<file path="src/rtl/rx_pkg.sv">
// Shared state encoding, error-flag bit positions and length defaults for the
// receive frame controller.
package rx_pkg;

  typedef enum logic [2:0] {
    StIdle,
    StDa,
    StLt,
    StData,
    StDrop
  } rx_state_e;

  // Bit positions inside err_flags.
  localparam int unsigned ErrCode  = 0;
  localparam int unsigned ErrShort = 1;
  localparam int unsigned ErrLong  = 2;
  localparam int unsigned ErrAbort = 3;

  localparam int unsigned MinLenDef   = 64;
  localparam int unsigned MaxLenDef   = 1518;
  localparam int unsigned TagExtraDef = 4;

  // Largest legal byte count, widened by the tag allowance on tagged frames.
  function automatic logic [15:0] len_limit(input logic        is_tagged,
                                            input int unsigned max_len,
                                            input int unsigned tag_extra);
    int unsigned lim;
    lim = max_len + (is_tagged ? tag_extra : 32'd0);
    return lim[15:0];
  endfunction

endpackage

</file>
<file path="src/rtl/rx_frame_ctrl_if.sv">
// Handshake bundle between the receive word decoder and the frame controller.
interface rx_frame_ctrl_if;
  logic        get_sfd;
  logic        get_terminator;
  logic [2:0]  terminator_location;
  logic        get_error_code;
  logic        tagged_frame;
  logic        start_da;
  logic        start_lt;
  logic        rx_busy;
  logic        fifo_wr_en;
  logic        frame_done;
  logic        frame_good;
  logic [15:0] frame_length;
  logic [3:0]  err_flags;

  modport master (
    output get_sfd, get_terminator, terminator_location, get_error_code, tagged_frame,
    input  start_da, start_lt, rx_busy, fifo_wr_en, frame_done, frame_good, frame_length,
           err_flags
  );

  modport slave (
    input  get_sfd, get_terminator, terminator_location, get_error_code, tagged_frame,
    output start_da, start_lt, rx_busy, fifo_wr_en, frame_done, frame_good, frame_length,
           err_flags
  );
endinterface

</file>
<file path="src/rtl/rx_len_check.sv">
// Combinational runt / oversize classification of a finished frame length.
module rx_len_check
  import rx_pkg::*;
#(
  parameter int unsigned MIN_LEN   = MinLenDef,
  parameter int unsigned MAX_LEN   = MaxLenDef,
  parameter int unsigned TAG_EXTRA = TagExtraDef
) (
  input  logic [15:0] frame_length_i,
  input  logic        tagged_frame_i,
  output logic        too_short_o,
  output logic        too_long_o
);

  assign too_short_o = 32'(frame_length_i) < MIN_LEN;
  assign too_long_o  = frame_length_i > len_limit(tagged_frame_i, MAX_LEN, TAG_EXTRA);

endmodule

</file>
<file path="src/rtl/rx_frame_ctrl.sv">
// Receive frame controller: tracks DA/LT/DATA phases, counts words, and reports
// length and error status once per frame.
module rx_frame_ctrl
  import rx_pkg::*;
#(
  parameter int unsigned MIN_LEN   = MinLenDef,
  parameter int unsigned MAX_LEN   = MaxLenDef,
  parameter int unsigned TAG_EXTRA = TagExtraDef
) (
  input  logic           rxclk,
  input  logic           reset,
  rx_frame_ctrl_if.slave rx_io
);

  rx_state_e   state_q, state_d;
  logic [12:0] word_cnt_q;
  logic        code_q, long_q;
  logic        start_da_q, start_lt_q, busy_q, wr_en_q, done_q, good_q;
  logic [15:0] len_q;
  logic [3:0]  err_q;

  logic        in_frame, overflow, code_now, close, abort;
  logic        too_short, too_long;
  logic [15:0] byte_cnt, close_len;
  logic [3:0]  err_d;

  assign in_frame = state_q inside {StDa, StLt, StData};
  assign byte_cnt = {word_cnt_q, 3'b000};
  assign overflow = (state_q == StData) &&
                    (byte_cnt > len_limit(rx_io.tagged_frame, MAX_LEN, TAG_EXTRA));
  assign code_now = code_q | (rx_io.get_error_code && state_q != StIdle);

  always_comb begin
    state_d   = state_q;
    close     = 1'b0;
    abort     = 1'b0;
    close_len = byte_cnt;
    case (state_q)
      StIdle:  if (rx_io.get_sfd) state_d = StDa;
      StDa:    state_d = StLt;
      StLt:    state_d = StData;
      StData:  if (overflow) state_d = StDrop;
      StDrop:  state_d = StDrop;
      default: state_d = StIdle;
    endcase
    // A terminator always closes normally, even alongside a new SFD.
    if (state_q != StIdle) begin
      if (rx_io.get_terminator) begin
        close     = 1'b1;
        state_d   = rx_io.get_sfd ? StDa : StIdle;
        close_len = (state_q == StDrop) ? 16'hFFFF
                                        : byte_cnt + {13'd0, rx_io.terminator_location};
      end else if (rx_io.get_sfd) begin
        close   = 1'b1;
        abort   = 1'b1;
        state_d = StDa;
      end
    end
  end

  rx_len_check #(
    .MIN_LEN  (MIN_LEN),
    .MAX_LEN  (MAX_LEN),
    .TAG_EXTRA(TAG_EXTRA)
  ) u_len_check (
    .frame_length_i(close_len),
    .tagged_frame_i(rx_io.tagged_frame),
    .too_short_o   (too_short),
    .too_long_o    (too_long)
  );

  always_comb begin
    err_d           = '0;
    err_d[ErrCode]  = code_now;
    err_d[ErrShort] = too_short;
    err_d[ErrLong]  = too_long | long_q;
    err_d[ErrAbort] = abort;
  end

  always_ff @(posedge rxclk or posedge reset) begin
    if (reset) begin
      state_q    <= StIdle;
      word_cnt_q <= '0;
      code_q     <= 1'b0;
      long_q     <= 1'b0;
      start_da_q <= 1'b0;
      start_lt_q <= 1'b0;
      busy_q     <= 1'b0;
      wr_en_q    <= 1'b0;
      done_q     <= 1'b0;
      good_q     <= 1'b0;
      len_q      <= '0;
      err_q      <= '0;
    end else begin
      state_q    <= state_d;
      start_da_q <= (state_d == StDa);
      start_lt_q <= (state_d == StLt);
      busy_q     <= (state_d != StIdle);
      wr_en_q    <= state_d inside {StDa, StLt, StData};
      done_q     <= close;

      if (state_d == StDa) begin
        word_cnt_q <= '0;
      end else if (in_frame && word_cnt_q != '1) begin
        word_cnt_q <= word_cnt_q + 13'd1;
      end

      if (close || state_d == StDa) begin
        code_q <= 1'b0;
      end else if (code_now) begin
        code_q <= 1'b1;
      end

      if (close) begin
        long_q <= 1'b0;
      end else if (state_q == StData && state_d == StDrop) begin
        long_q <= 1'b1;
      end

      if (close) begin
        len_q  <= close_len;
        err_q  <= err_d;
        good_q <= ~|err_d;
      end
    end
  end

  assign rx_io.start_da     = start_da_q;
  assign rx_io.start_lt     = start_lt_q;
  assign rx_io.rx_busy      = busy_q;
  assign rx_io.fifo_wr_en   = wr_en_q;
  assign rx_io.frame_done   = done_q;
  assign rx_io.frame_good   = good_q;
  assign rx_io.frame_length = len_q;
  assign rx_io.err_flags    = err_q;

endmodule

</file>
<file path="src/flat_wrapper.sv">
// flat-port wrapper written by rule: the top's interface ports become plain ports
module rx_frame_ctrl_flat import rx_pkg::*;
#(
  parameter int unsigned MIN_LEN   = MinLenDef,
  parameter int unsigned MAX_LEN   = MaxLenDef,
  parameter int unsigned TAG_EXTRA = TagExtraDef
)
  (rxclk, reset, rx_io_get_sfd, rx_io_get_terminator, rx_io_terminator_location, rx_io_get_error_code, rx_io_tagged_frame, rx_io_start_da, rx_io_start_lt, rx_io_rx_busy, rx_io_fifo_wr_en, rx_io_frame_done, rx_io_frame_good, rx_io_frame_length, rx_io_err_flags);
  rx_frame_ctrl_if rx_io_i ();
  input  logic rxclk;
  input  logic reset;
  input wire logic [$bits(rx_io_i.get_sfd)-1:0] rx_io_get_sfd;
  input wire logic [$bits(rx_io_i.get_terminator)-1:0] rx_io_get_terminator;
  input wire logic [$bits(rx_io_i.terminator_location)-1:0] rx_io_terminator_location;
  input wire logic [$bits(rx_io_i.get_error_code)-1:0] rx_io_get_error_code;
  input wire logic [$bits(rx_io_i.tagged_frame)-1:0] rx_io_tagged_frame;
  output wire logic [$bits(rx_io_i.start_da)-1:0] rx_io_start_da;
  output wire logic [$bits(rx_io_i.start_lt)-1:0] rx_io_start_lt;
  output wire logic [$bits(rx_io_i.rx_busy)-1:0] rx_io_rx_busy;
  output wire logic [$bits(rx_io_i.fifo_wr_en)-1:0] rx_io_fifo_wr_en;
  output wire logic [$bits(rx_io_i.frame_done)-1:0] rx_io_frame_done;
  output wire logic [$bits(rx_io_i.frame_good)-1:0] rx_io_frame_good;
  output wire logic [$bits(rx_io_i.frame_length)-1:0] rx_io_frame_length;
  output wire logic [$bits(rx_io_i.err_flags)-1:0] rx_io_err_flags;
  assign rx_io_i.get_sfd = rx_io_get_sfd;
  assign rx_io_i.get_terminator = rx_io_get_terminator;
  assign rx_io_i.terminator_location = rx_io_terminator_location;
  assign rx_io_i.get_error_code = rx_io_get_error_code;
  assign rx_io_i.tagged_frame = rx_io_tagged_frame;
  assign rx_io_start_da = rx_io_i.start_da;
  assign rx_io_start_lt = rx_io_i.start_lt;
  assign rx_io_rx_busy = rx_io_i.rx_busy;
  assign rx_io_fifo_wr_en = rx_io_i.fifo_wr_en;
  assign rx_io_frame_done = rx_io_i.frame_done;
  assign rx_io_frame_good = rx_io_i.frame_good;
  assign rx_io_frame_length = rx_io_i.frame_length;
  assign rx_io_err_flags = rx_io_i.err_flags;
  rx_frame_ctrl #(.MIN_LEN(MIN_LEN), .MAX_LEN(MAX_LEN), .TAG_EXTRA(TAG_EXTRA)) u_core (.rxclk(rxclk), .reset(reset), .rx_io(rx_io_i));
endmodule
</file>
<file path="config.mk">
export PLATFORM = sky130hd
export DESIGN_NAME = rx_frame_ctrl_flat
export DESIGN_NICKNAME = d
export VERILOG_FILES = /design/src/rtl/rx_pkg.sv /design/src/rtl/rx_frame_ctrl_if.sv /design/src/rtl/rx_len_check.sv /design/src/rtl/rx_frame_ctrl.sv /design/src/flat_wrapper.sv
export SDC_FILE = /design/constraint.sdc
export NUM_CORES = 1
export LEC_CHECK = 0
export CORE_MARGIN = 2
export CORE_UTILIZATION = 58
export DETAILED_ROUTE_END_ITERATION = 8
export PLACE_DENSITY = 0.95
export SKIP_CTS_REPAIR_TIMING = 1
export SYNTH_ARGS = -nofsm -noshare
export SYNTH_HDL_FRONTEND = slang
export SYNTH_HIERARCHICAL = 1
export SYNTH_SLANG_ARGS = --single-unit
export TNS_END_PERCENT = 100
</file>
<file path="constraint.sdc">
create_clock -name rxclk -period 7.2 [get_ports rxclk]
set_input_delay 1.44 -clock rxclk [delete_from_list [all_inputs] [get_ports rxclk]]
set_output_delay 1.44 -clock rxclk [all_outputs]
set_load 0.02 [all_outputs]
</file>
* Word-level counts from Yosys, hierarchy flattened
Cells that the tools add are included.
** Storage, ports and cells
- Input bits :: 9
- Output and inout port bits :: 26
- Register bits :: 44
- Word-level logic and storage cells :: 66
** Operators by class
- Eq/ne operators :: 9
- Multiplexer cells :: 22
- Magnitude comparators :: 3
- Bitwise gates (word level) :: 2
- Add/sub/neg operators :: 3
- Reductions and logical operators :: 15
** Operators by type and width (number)
- 16-bit 2-to-1 mux :: 3
- 16-bit greater-than comparator :: 2
- 13-bit 2-to-1 mux :: 2
- 3-bit 2-to-1 mux :: 6
- 11-bit by 16-bit adder with 16-bit output, first input constant :: 1
- 16-bit by 3-bit adder with 16-bit output :: 1
- 16-bit by 7-bit less-than comparator with 1-bit output, second input constant :: 1
- 3-bit one-hot mux with 5 select lines :: 1
- 13-bit by 1-bit adder with 13-bit output, second input constant :: 1
- 13-bit != test, second input constant :: 1
- 3-bit by 2-bit == test with 1-bit output, second input constant :: 4
- 3-bit nonzero test :: 4
- 1-bit 2-to-1 mux :: 10
- 3-bit by 1-bit == test with 1-bit output, second input constant :: 2
- 3-bit == test, second input constant :: 2
- 2-bit nonzero test :: 3
- 1-bit logical AND :: 4
- 4-bit OR reduction :: 1
- 3-bit zero test :: 1
- 1-bit OR :: 2
- 1-bit zero test :: 1
- 1-bit logical OR :: 1

* Longest topological paths before layout
- Depth after elaboration :: 13
- Mapped depth :: 14
- Mapped depth without buffers :: 11

* Cells and area by module
The synthesis kept the hierarchy.
** Modules (own cells, without submodules)
- rx_frame_ctrl :: cells each 196, instances 1, area an instance 2155.8 um2, sequential area each 1101.1 um2
- rx_len_check :: cells each 19, instances 1, area an instance 150.1 um2, sequential area each 0.0 um2

* Worst setup path after synthesis
No wires, ideal clock.
- Path type :: input to register
- Start :: in rx_io_get_terminator
- End :: reg u_core.good_q (netlist: u_core/rx_io.frame_good)
- Buffers on the path :: 2
- Path slack :: 3.561 ns
- Data required time :: 7.133 ns
- Stages on the path :: 12
- Data arrival time :: 3.572 ns
- Library setup time :: 0.067 ns
- Cells stage by stage :: clkbuf_1 -> inv_1 -> nor2_2 -> buf_2 -> or2_2 -> or4_4 -> a211o_1 -> mux2i_1 -> a21oi_1 -> nor3_1 -> nand4_1 -> nand2_1
** On the way
- Cells in the longest elaborated chain, start to end :: 6
- Elaborated cells between the ends (all ways) :: 11
- Classes of those cells :: order compare (2); mux (6); bitwise (1); reduce/logical (2)
** Ends and longest elaborated chain
- start, declared :: line flat_wrapper.sv:13 : input wire logic [$bits(rx_io_i.get_terminator)-1:0] rx_io_get_terminator;
- 16-bit 2-to-1 mux :: line rx_frame_ctrl.sv:48 : if (rx_io.get_terminator) begin
- 16-bit 2-to-1 mux :: line rx_frame_ctrl.sv:47 : if (state_q != StIdle) begin
- via u_core.close_len[15] :: line rx_frame_ctrl.sv:24 : logic [15:0] byte_cnt, close_len;
- 16-bit greater-than comparator :: line rx_len_check.sv:16 : assign too_long_o = frame_length_i > len_limit(tagged_frame_i, MAX_LEN, TAG_EXTRA);
- via u_core.too_long :: line rx_frame_ctrl.sv:23 : logic too_short, too_long;
- 1-bit OR :: line rx_frame_ctrl.sv:76 : err_d[ErrLong] = too_long | long_q;
- 4-bit OR reduction :: line rx_frame_ctrl.sv:123 : good_q <= ~|err_d;
- 1-bit zero test :: line rx_frame_ctrl.sv:123
- end signal, assigned :: line rx_frame_ctrl.sv:123
- end, declared :: line rx_frame_ctrl.sv:18 : logic start_da_q, start_lt_q, busy_q, wr_en_q, done_q, good_q;
The timed path passes the listed nets, and every way through them passes these cells.
A chain may end at the register's enable or synchronous reset.

* Worst setup path in the final report
Ends and elaborated chain as after synthesis.

==> qor.txt <==
=====================================================================================
Outcome ................................................................ finished clean
WL met3 ................................................................       243 um
Maximum cell stage delay along the critical path .......................      0.62 ns
Cell class contributing the biggest share of worst-path delay .......... simple AND/OR/NAND/NOR gates
Routed via count .......................................................        1,754
# IOs ..................................................................           35
Sum of routed wire length over all layers ..............................     5.027 mm
Area occupied by registers .............................................   1101 sq um
Launch instance of the worst register-to-register path ................. u_core/state_q[1]
Peak VDD IR ............................................................     110.3 uV
GR Util All Layers .....................................................       0.2447
Pin count of the biggest net entering global routing ...................           45
Share of layout cells above drive strength 1 ...........................       0.1967
Mean area per synthesized cell .........................................  10.73 sq um
HPWL reported at the end of detailed placement .........................     3.480 mm
Hold Crit Start ........................................................ u_core/rx_io.frame_length[1]
Int Pwr ................................................................  0.0003720 W
Cell count after synthesis .............................................          215
Met1 wire length .......................................................     2.212 mm
Syn nets ...............................................................          229
Cell types with the largest area share after synthesis ................. dfrtp_1 48%, mux2_4 5.9%, or2_2 3.8%
Detail Route met2 WL ...................................................     2.486 mm
Number of inserted diodes ..............................................            0
Final Instance Area ....................................................   2716 sq um
Global route overflow ..................................................            0
Starting density of the core ...........................................       0.6160
Buffer cell driving the clock tree root ................................     clkbuf_8
Maximum fanout encountered on the critical timing path .................           13
Filler Cells Inserted ..................................................          284
Number of vias per cell after detailed routing .........................        6.007
Setup-failing EPs final ................................................            0
Power share of the combinational group .................................        0.160
Die Ht .................................................................     67.06 um
Power density cells .................................................... 185.8 nW/um^2
TritonCTS clock tree ...................................................          yes
Area enclosed by the die boundary ......................................   4496 sq um
Leakage ................................................................     1.279 nW
IO buf count ...........................................................           34
Number of buffer and inverter instances along the worst setup path .....            2
Sequential cell fraction of total power ................................        0.527
TritonCTS buffer count .................................................            5
Number of pins with negative max-slew slack in the final report ........            0
Antenna viol nets, final ...............................................            0
Number of violations of the max-capacitance limit ......................            0
Width of the die .......................................................     67.06 um
FF+latch count, synth ..................................................           44
Cell-by-cell listing of the critical path .............................. clkdlybuf4s50_1 -> inv_1 -> nor2_2 -> or2_2 -> or4_4 -> a211o_1 -> mux2i_1 -> a21oi_1 -> nor3_1 -> nand4_1 -> nand2_1
Number of global-route vias before repair ..............................        1,658
Area leader, netlist ...................................................      dfrtp_1
Multi-input logic area .................................................   1086 sq um
WL per Instance ........................................................     17.22 um
Fraction of post-synthesis cell area in the top cell type by area ......       0.4775
Seq/Total Area, Yosys ..................................................       0.4775
Final Hold Vio Count ...................................................            0
Htree depth ............................................................            2
Critical Path End Type .................................................     register
Final period util ......................................................       0.5537
WHS ....................................................................    0.4818 ns
Residual DRC ...........................................................            0
Critical path startpoint ............................................... rx_io_get_terminator
First-pass iteration count of the detailed router ......................            5
Nets ...................................................................          257
Final sum of negative setup slack ......................................         0 ns
Area after DPL .........................................................   2624 sq um
Setup slack, reg-to-reg ................................................      4.42 ns
Library cells used by synthesis ........................................           51
Worst Path Required ....................................................      7.44 ns
RSZ-0062 raised after global routing ...................................           no
Area of the core region ................................................   3744 sq um
Area Growth Syn to Fin .................................................       17.80%
Clock Latency Late Sink ................................................      0.29 ns
Top layer in use .......................................................         met4
Yosys warnings .........................................................            6
Net Sw Power ...........................................................  0.0001326 W
Top FF cell, synth .....................................................      dfrtp_1
Worst Setup Start Kind .................................................   input port
1st-iter DRT viols .....................................................          126
Share of flip-flops with an asynchronous set or reset ..................        1.000
Fmax ...................................................................    250.8 MHz
Worst-margin pin slew ..................................................    0.8808 ns
Number of flops mapped to enable cells by yosys ........................            0
Total number of clock tree sinks .......................................           44
WS Path Type ...........................................................    in -> reg
First-pass GRT wire length .............................................     8.066 mm
Classification of the worst-slack hold path ............................   reg -> reg
Floorplan row count ....................................................           22
Min Tclk post-route ....................................................     3.987 ns
Post-synthesis instance area ...........................................   2306 sq um
Slew margin rel. .......................................................       0.4110
Max Buffers Root-to-Sink ...............................................            2
CP max stage cell ...................................................... clkdlybuf4s50_1
Antenna violations before repair .......................................            0
Clock-pin slew of the registers on the worst-case setup and hold paths .      0.08 ns
Final weighted congestion in routability-driven placement ..............       0.9479
Relative contribution of the clock network to total power ..............        0.312
Fin Clk Skew ...........................................................  0.003346 ns
Switching Share ........................................................       0.2628
Signal arrival time at the worst endpoint ..............................      4.22 ns
=====================================================================================
metrics by stage:
stage | total power (W) | setup slack, ns | util | cells
6_report | 0.0005046 | 3.213 | 0.7256 | 292
5_1_grt | 0.0005259 | 3.051 | 0.7256 | 292
4_1_cts | 0.0005089 | 3.262 | 0.7256 | 292
3_5_place_dp | 0.0003514 | 2.943 | 0.7009 | 284
3_3_place_gp | 0.0003482 | 3.125 | 0.7009 | 284
2_1_floorplan | 0.0003226 | 3.561 | - | 215
power groups by stage:
stage               clock [W]  combinational (W)  sequential, W
floorplan                   0          0.0000437       0.000279
global placement            0          0.0000780       0.000270
detailed placement          0          0.0000802       0.000271
CTS                  0.000161          0.0000814       0.000266
global route         0.000169          0.0000885       0.000268
finish               0.000158          0.0000809       0.000266
per-layer routing:
metal | vias to the layer above | GRT usage
li1 | 829 | -
met1 | 859 | 0.3249
met2 | 56 | 0.3948
met3 | 10 | 0.04730
met4 | 0 | 0.09184
met5 | - | 0
worst paths after layout:
path,endpoint,depth (start not counted)
max in group asynchronous,u_core/rx_io.frame_length[7],3
min in group asynchronous,u_core/rx_io.err_flags[0],3
max reg2reg,u_core/rx_io.frame_good,10
max,u_core/rx_io.frame_good,11
min,u_core/rx_io.frame_length[1],1
min reg2reg,u_core/rx_io.frame_length[1],1
synthesized netlist by cell type, drive strengths merged (2+ instances only):
master / n
a21oi: 16
or3: 6
nand4: 5
and3: 4
or4: 2
and4: 2
nand2: 8
nor4: 2
mux2i: 3
inv: 7
nand3b: 2
a31o: 2
or2: 16
mux2: 15
clkbuf: 4
a31oi: 2
nor4bb: 2
o21ai: 15
nor2: 14
a21o: 3
nor3: 3
dfrtp: 44
a211oi: 2
buf: 10
ha: 5
nand3: 4
sequential cells by signal (all words and copies together) (netlist names):
signal and flops:
u_core/rx_io.frame_done 1, u_core/state_q 3, u_core/code_q 1, u_core/rx_io.rx_busy 1, u_core/rx_io.fifo_wr_en 1, u_core/rx_io.frame_length 16, u_core/long_q 1, u_core/rx_io.start_lt 1
u_core/rx_io.err_flags 4, u_core/rx_io.frame_good 1, u_core/word_cnt_q 13, u_core/rx_io.start_da 1
layout by cell type, fill, tap and decap left out, types with 3 or more instances in the layout:
cell type | synthesis | layout
mux2_2 | 6 | 6
dfrtp_1 | 44 | 44
nand3_1 | 4 | 4
nand4_1 | 5 | 5
nor3_1 | 3 | 3
and3_1 | 3 | 3
clkbuf_8 | 0 | 6
a21o_1 | 3 | 3
nor2_1 | 13 | 13
ha_1 | 5 | 5
mux2i_1 | 3 | 3
or2_2 | 14 | 14
clkdlybuf4s50_1 | 0 | 34
o21ai_0 | 14 | 14
a21oi_1 | 16 | 16
nand2_1 | 8 | 8
mux2_4 | 9 | 9
or3_1 | 6 | 6
inv_1 | 6 | 6
layout make-up:
| class | instances | area share |
|---|---|---|
| tap | 48 | 0.02211 |
| clock buffer | 6 | 0.03040 |
| inverter | 7 | 0.01059 |
| sequential | 44 | 0.4053 |
| timing repair buffer | 35 | 0.1281 |
| clock inverter | 2 | 0.003685 |
| multi-input combinational | 150 | 0.3998 |
kinds of logic (layout without fill, tap and decap cells):
logic type / count (synthesis) / in the layout / share of synthesized area
AND/OR/NAND/NOR: 76 / 76 / 0.1937
AO/OA/AOI/OAI: 49 / 49 / 0.1416
flip-flops: 44 / 44 / 0.4775
buffers and inverters: 21 / 50 / 0.05154
multiplexers: 18 / 18 / 0.1009
adder cells (fa/ha/maj): 5 / 5 / 0.02713
XOR/XNOR: 2 / 2 / 0.007598
Note: power is estimated with default switching activity, not from simulation.
